<file path="config.mk">
export PLATFORM = sky130hd
export DESIGN_NAME = param_readback_tx
export DESIGN_NICKNAME = d
export VERILOG_FILES = /design/src/rtl/param_readback_tx.sv
export SDC_FILE = /design/constraint.sdc
export NUM_CORES = 1
export LEC_CHECK = 0
export CELL_PAD_IN_SITES_DETAIL_PLACEMENT = 1
export CELL_PAD_IN_SITES_GLOBAL_PLACEMENT = 1
export CORE_MARGIN = 2
export CORE_UTILIZATION = 43
export CTS_CLUSTER_SIZE = 12
export DETAILED_ROUTE_END_ITERATION = 8
export GPL_TIMING_DRIVEN = 0
export PLACE_DENSITY = 0.92
export SLEW_MARGIN = 25
export SYNTH_ARGS = -nofsm -noshare
export SYNTH_HDL_FRONTEND = slang
export SYNTH_SLANG_ARGS = --single-unit
</file>
<file path="constraint.sdc">
create_clock -name clk -period 6 [get_ports clk]
set_clock_uncertainty 0.15 [all_clocks]
set_input_delay 1.2 -clock clk [delete_from_list [all_inputs] [get_ports clk]]
set_output_delay 1.2 -clock clk [all_outputs]
set_load 0.01 [all_outputs]
</file>
<file path="src/rtl/param_readback_tx.sv">
// Snapshots the pulse-parameter set on request and sends it to the host as framed 8N1 UART bytes.
// Define CHECKSUM_EN to append an XOR checksum byte over the payload (HEADER excluded).
module param_readback_tx #(
    parameter int          CLK_HZ = 12000000,
    parameter int          BAUD   = 9600,
    parameter logic [7:0]  HEADER = 8'hA5
) (
    input  logic        clk,
    input  logic        resetn,
    input  logic        start,
    input  logic [23:0] per,
    input  logic [15:0] p1wid,
    input  logic [15:0] del,
    input  logic [15:0] p2wid,
    input  logic [15:0] nut_d,
    input  logic [7:0]  nut_w,
    input  logic        nut,
    input  logic        pu,
    input  logic        bl,
    input  logic [7:0]  cp,
    input  logic [7:0]  p_bl,
    input  logic [15:0] p_bl_off,
    output logic        RS232_Tx,
    output logic        busy,
    output logic        done
);

    // state   | meaning
    // S_IDLE  | line high, waiting for start
    // S_LOAD  | shadow captured, first byte being fetched
    // S_START | start bit (low)
    // S_DATA  | 8 data bits, LSB first
    // S_STOP  | stop bit (high), then next byte or frame end

    localparam int CLKS_PER_BIT = CLK_HZ / BAUD;
    localparam int CNT_W        = (CLKS_PER_BIT > 1) ? $clog2(CLKS_PER_BIT) : 1;
    localparam logic [CNT_W-1:0] CNT_RELOAD = CNT_W'(CLKS_PER_BIT - 1);
    localparam logic [CNT_W-1:0] CNT_ONE    = CNT_W'(1);
`ifdef CHECKSUM_EN
    localparam logic [4:0] LAST_IDX = 5'd18;
`else
    localparam logic [4:0] LAST_IDX = 5'd17;
`endif

    typedef enum logic [2:0] {
        S_IDLE,
        S_LOAD,
        S_START,
        S_DATA,
        S_STOP
    } state_t;

    logic       rst_meta_q;
    logic       rst_sync_q;
    logic       rst_n;

    state_t     state_q,    state_d;
    logic [CNT_W-1:0] cnt_q, cnt_d;
    logic [2:0] bit_idx_q,  bit_idx_d;
    logic [4:0] byte_idx_q, byte_idx_d;
    logic [7:0] shift_q,    shift_d;
    logic [135:0] shadow_q, shadow_d;
    logic       tx_q,       tx_d;
    logic       busy_q,     busy_d;
    logic       done_q,     done_d;
    logic [4:0] byte_idx_nxt;

    // Reset asserts asynchronously but is released on a clock edge.
    always_ff @(posedge clk or negedge resetn) begin
        if (!resetn) begin
            rst_meta_q <= 1'b0;
            rst_sync_q <= 1'b0;
        end else begin
            rst_meta_q <= 1'b1;
            rst_sync_q <= rst_meta_q;
        end
    end

    assign rst_n = rst_sync_q;

    // Shadow is kept in wire order: payload byte k (1..17) sits at [(17-k)*8 +: 8].
`ifdef CHECKSUM_EN
    function automatic logic [7:0] payload_xor(input logic [135:0] sh);
        logic [7:0] x;
        x = 8'h00;
        for (int k = 0; k < 17; k++) begin
            x = x ^ sh[k*8 +: 8];
        end
        return x;
    endfunction
`endif

    function automatic logic [7:0] frame_byte(input logic [4:0] idx, input logic [135:0] sh);
        logic [7:0] b;
        b = HEADER;
        for (int k = 1; k <= 17; k++) begin
            if (idx == 5'(k)) begin
                b = sh[(17-k)*8 +: 8];
            end
        end
`ifdef CHECKSUM_EN
        if (idx == 5'd18) begin
            b = payload_xor(sh);
        end
`endif
        return b;
    endfunction

    assign byte_idx_nxt = (byte_idx_q >= LAST_IDX) ? LAST_IDX : byte_idx_q + 5'd1;

    always_comb begin
        state_d    = state_q;
        cnt_d      = cnt_q;
        bit_idx_d  = bit_idx_q;
        byte_idx_d = byte_idx_q;
        shift_d    = shift_q;
        shadow_d   = shadow_q;
        tx_d       = tx_q;
        busy_d     = busy_q;
        done_d     = 1'b0;

        case (state_q)
            S_IDLE: begin
                tx_d   = 1'b1;
                busy_d = 1'b0;
                if (start) begin
                    state_d    = S_LOAD;
                    byte_idx_d = 5'd0;
                    shadow_d   = {per, p1wid, del, p2wid, nut_d, nut_w,
                                  5'b0, bl, pu, nut, cp, p_bl, p_bl_off};
                end
            end
            S_LOAD: begin
                state_d = S_START;
                cnt_d   = CNT_RELOAD;
                shift_d = frame_byte(byte_idx_q, shadow_q);
                tx_d    = 1'b0;
                busy_d  = 1'b1;
            end
            S_START: begin
                if (cnt_q == '0) begin
                    state_d   = S_DATA;
                    cnt_d     = CNT_RELOAD;
                    bit_idx_d = 3'd0;
                    tx_d      = shift_q[0];
                end else begin
                    cnt_d = cnt_q - CNT_ONE;
                end
            end
            S_DATA: begin
                if (cnt_q == '0) begin
                    cnt_d = CNT_RELOAD;
                    if (bit_idx_q == 3'd7) begin
                        state_d = S_STOP;
                        tx_d    = 1'b1;
                    end else begin
                        bit_idx_d = bit_idx_q + 3'd1;
                        shift_d   = {1'b0, shift_q[7:1]};
                        tx_d      = shift_q[1];
                    end
                end else begin
                    cnt_d = cnt_q - CNT_ONE;
                end
            end
            S_STOP: begin
                if (cnt_q == '0) begin
                    if (byte_idx_q == LAST_IDX) begin
                        state_d = S_IDLE;
                        busy_d  = 1'b0;
                        done_d  = 1'b1;
                        tx_d    = 1'b1;
                    end else begin
                        // Next byte follows the stop bit with no idle gap.
                        state_d    = S_START;
                        cnt_d      = CNT_RELOAD;
                        byte_idx_d = byte_idx_nxt;
                        shift_d    = frame_byte(byte_idx_nxt, shadow_q);
                        tx_d       = 1'b0;
                    end
                end else begin
                    cnt_d = cnt_q - CNT_ONE;
                end
            end
            default: begin
                state_d = S_IDLE;
                tx_d    = 1'b1;
                busy_d  = 1'b0;
            end
        endcase
    end

    always_ff @(posedge clk or negedge rst_n) begin
        if (!rst_n) begin
            state_q    <= S_IDLE;
            cnt_q      <= '0;
            bit_idx_q  <= 3'd0;
            byte_idx_q <= 5'd0;
            shift_q    <= 8'h00;
            shadow_q   <= '0;
            tx_q       <= 1'b1;
            busy_q     <= 1'b0;
            done_q     <= 1'b0;
        end else begin
            state_q    <= state_d;
            cnt_q      <= cnt_d;
            bit_idx_q  <= bit_idx_d;
            byte_idx_q <= byte_idx_d;
            shift_q    <= shift_d;
            shadow_q   <= shadow_d;
            tx_q       <= tx_d;
            busy_q     <= busy_d;
            done_q     <= done_d;
        end
    end

    assign RS232_Tx = tx_q;
    assign busy     = busy_q;
    assign done     = done_q;

endmodule

</file>
==> results by group <==
STA
  • Final setup viols: 0
  • Max-slew violation count: 0
  • RSZ-0062 raised after global routing: no
  • Setup ws final: 1.15 ns
  • Setup tns final: 0 ns
  • Crit path time final: 4.85 ns
  • Worst Tran Pin Value: 1.09 ns
  • Fmax: 0.206 GHz
  • Slew Limit Headroom: 26.5%
  • Fin. Hold Viols: 0
  • Fin crit share: 80.8%

CTS
  • Clk root buf: clkbuf_16
  • CTS clk-pin slew, worst paths: 0.08 ns
  • Sink Count: 166
  • CTS tree: done
  • Num CTS Buffers: 17
  • Longest Clk Path Bufs: 2
  • H-tree levels: 4
  • Clk Latency, worst-skew pair: 0.46 ns

Synth
  • Register area share after synthesis: 42.5%
  • Mapped Area: 9770 um2
  • Commonest cells post-synth: dfrtp_1 (165), mux2_2 (121), nand2_1 (83)
  • Cell variety after synth: 85
  • Avg Inst Size Synth: 9.64 um2
  • Post-synth top area cell: dfrtp_1
  • Synth Register Bits: 166
  • Most common cell in the synthesized netlist: dfrtp_1
  • Number of flops mapped to enable cells by yosys: 0
  • Main synth FF type: dfrtp_1
  • FFs w/ async S/R, synth: 100%
  • Post-Syn Nets: 1,155
  • Post-synth top area share: 42.3%
  • Post-synthesis cell count: 1,013
  • Area contributors post-synth: dfrtp_1 (42%), mux2_2 (14%), o21ai_0 (4.0%), nand2_1 (3.2%), nor2_1 (2.8%)
  • Synth warn: 0

Routing
  • DR pass1 iterations: 6
  • Final WL: 40.7 mm
  • Drc violations: 0
  • DR iter-0 viols: 1,239
  • Vias/cell: 6.77
  • Routed vias: 9,971
  • Routed wire length per instance: 27.7 um
  • Post-route ant nets: 0

Cells and area
  • Post-Layout Cell Count: 1,473
  • Layout cells sized above 1: 17.8%
  • N_diodes: 0
  • FILL cells: 2,553
  • Post-layout nets: 1,317
  • Area of the multi-input gates: 5250 um2
  • Area grow syn2layout: 25.0%
  • Design area: 12,200 um2
  • FF+latch area: 4160 um2

Floorplanning
  • I/O pin cnt: 137
  • Die Y: 155 um
  • Die W: 155 um
  • Starting Density: 43.5%
  • Core box area: 22,400 um2
  • Core Rows: 55
  • DIE AREA: 23,900 um2

Worst setup path
  • Crit end category: flip-flop
  • Crit path max fanout: 10
  • Worst Setup Start Kind: flip-flop
  • Worst setup path class: reg2reg
  • Critical Path RT: 6.23 ns
  • CP arrival: 5.08 ns

Global routing
  • Total grt overflow: 0
  • All-Layer GR Usage: 34.5%
  • Largest net degree at the start of global routing: 57
  • Global-route wire length before repair: 62.3 mm
  • Vias in the first global route: 10,400
  • Initial antenna violation count: 0

Place
  • HPWL Detailed: 31.0 mm
  • Final weighted congestion in routability-driven placement: 1.06
  • PortBufs: 136
  • Cells after DPL: 1,438
  • Pre-CTS setup slack: 1.60 ns
  • Cell Area, Placed: 11,600 um2

Power
  • Pleak: 4.70 nW
  • Power per cell area: 394 nW/um2
  • Max VDD drop: 0.000203 V

Status
  • Outcome: finished clean

Worst hold path
  • Hold/Removal Path Class: reg2async

Run
  • Max cap viols: 0
-- per-stage QoR --
step                      power (mW)  hold WS (ns)  utilization (%)
after floorplan                 2.90         0.181                -
after global placement          3.49         0.185             51.2
after detailed placement        3.61      -0.00764             51.6
after CTS                       4.75         0.203             54.4
after global routing            4.99         0.228             54.4
final                           4.81         0.196             54.4
-- registers in the layout, indices dropped and copies added, names as in the netlist --
register / flops
rst_meta_q: 1
shift_q: 8
done: 1
shadow_q: 131
cnt_q: 11
byte_idx_q: 5
busy: 1
state_q: 3
bit_idx_q: 3
rst_n: 1
RS232_Tx: 1
-- worst paths after layout --
kind / startpoint / to / slack (ns) / cells after the start
setup / recovery: byte_idx_q[4] / shift_q[4] / 1.15 / 14
hold / removal: rst_n / shadow_q[51] / 0.20 / 1
hold reg to reg: rst_n / shadow_q[51] / 0.20 / 1
max in group asynchronous: resetn / rst_n / 4.83 / 1
setup reg to reg: byte_idx_q[4] / shift_q[4] / 1.15 / 14
min in group clk: rst_meta_q / rst_n / 0.21 / 0
-- logic make-up (layout without fill, tap and decap cells) --
group           count (synthesis)  after routing  share of synthesized area [%]
compound gates                324            324                           22.4
xor+xnor                        4              4                          0.436
simple gates                  301            301                           15.6
fa+ha+maj                       8              8                           1.02
buf+inv                        87            262                           3.86
flops                         166            166                           42.5
mux                           122            122                           14.1
other cells                     1              1                         0.0384
-- worst max-delay path, stage by stage (launching register included) --
cell and delay [ns]:
dfrtp_1 0.43, buf_2 0.24, buf_2 0.26, buf_2 0.31
inv_1 0.16, ha_1 0.31, buf_2 0.18, nand2_1 0.26
nor2_1 0.21, a21oi_1 0.56, o21ai_1 0.19, nor4_1 0.59
o21ai_0 0.43, a31oi_1 0.31, o32a_1 0.18
-- what timing repair did --
item                                   CTS  global route
endpoints found under the hold margin    2             0
gates resized for setup                  0             0
hold buffers                             3             0
buffers inserted                         0             0
-- area by class of cell --
cell class              count  share of cell area, %
repair buffers            143                   12.1
flip-flops and latches    166                   34.1
clock buffers              18                   3.52
clock inverters            14                   1.27
plain buffers              64                   2.38
multi-input cells         760                   43.0
well taps                 285                   2.92
inverters                  23                  0.707
-- per-layer routing --
layer	vias up	routed length, um	track usage [%]
li1	4166	-	-
met1	4911	15300	43.2
met2	711	19100	56.3
met3	183	4150	8.49
met4	0	2220	16.0
met5	-	0	0
-- placed cells by master (no fill, tap or decap), types with 9 or more instances in the layout --
cell type          n
a211oi_1          18
a21oi_1           53
a221oi_1          10
a22oi_1           18
a31oi_1           15
and3_1             9
buf_2             26
clkbuf_1          35
clkbuf_16         17
clkdlybuf4s50_1  136
dfrtp_1          164
inv_1             22
mux2_2           121
nand2_1           83
nand2b_1          11
nand3_1           23
nor2_1            74
nor2b_1            9
nor3_1            28
o211ai_1          10
o21ai_0           79
o221ai_1          15
o22ai_1           32
-- power by group --
part	total (mW)	internal (mW)	switching, mW
combinational	1.43	0.700	0.728
sequential	2.25	1.64	0.615
clock	1.12	0.559	0.566
Power figures use the tool's default switching activity.
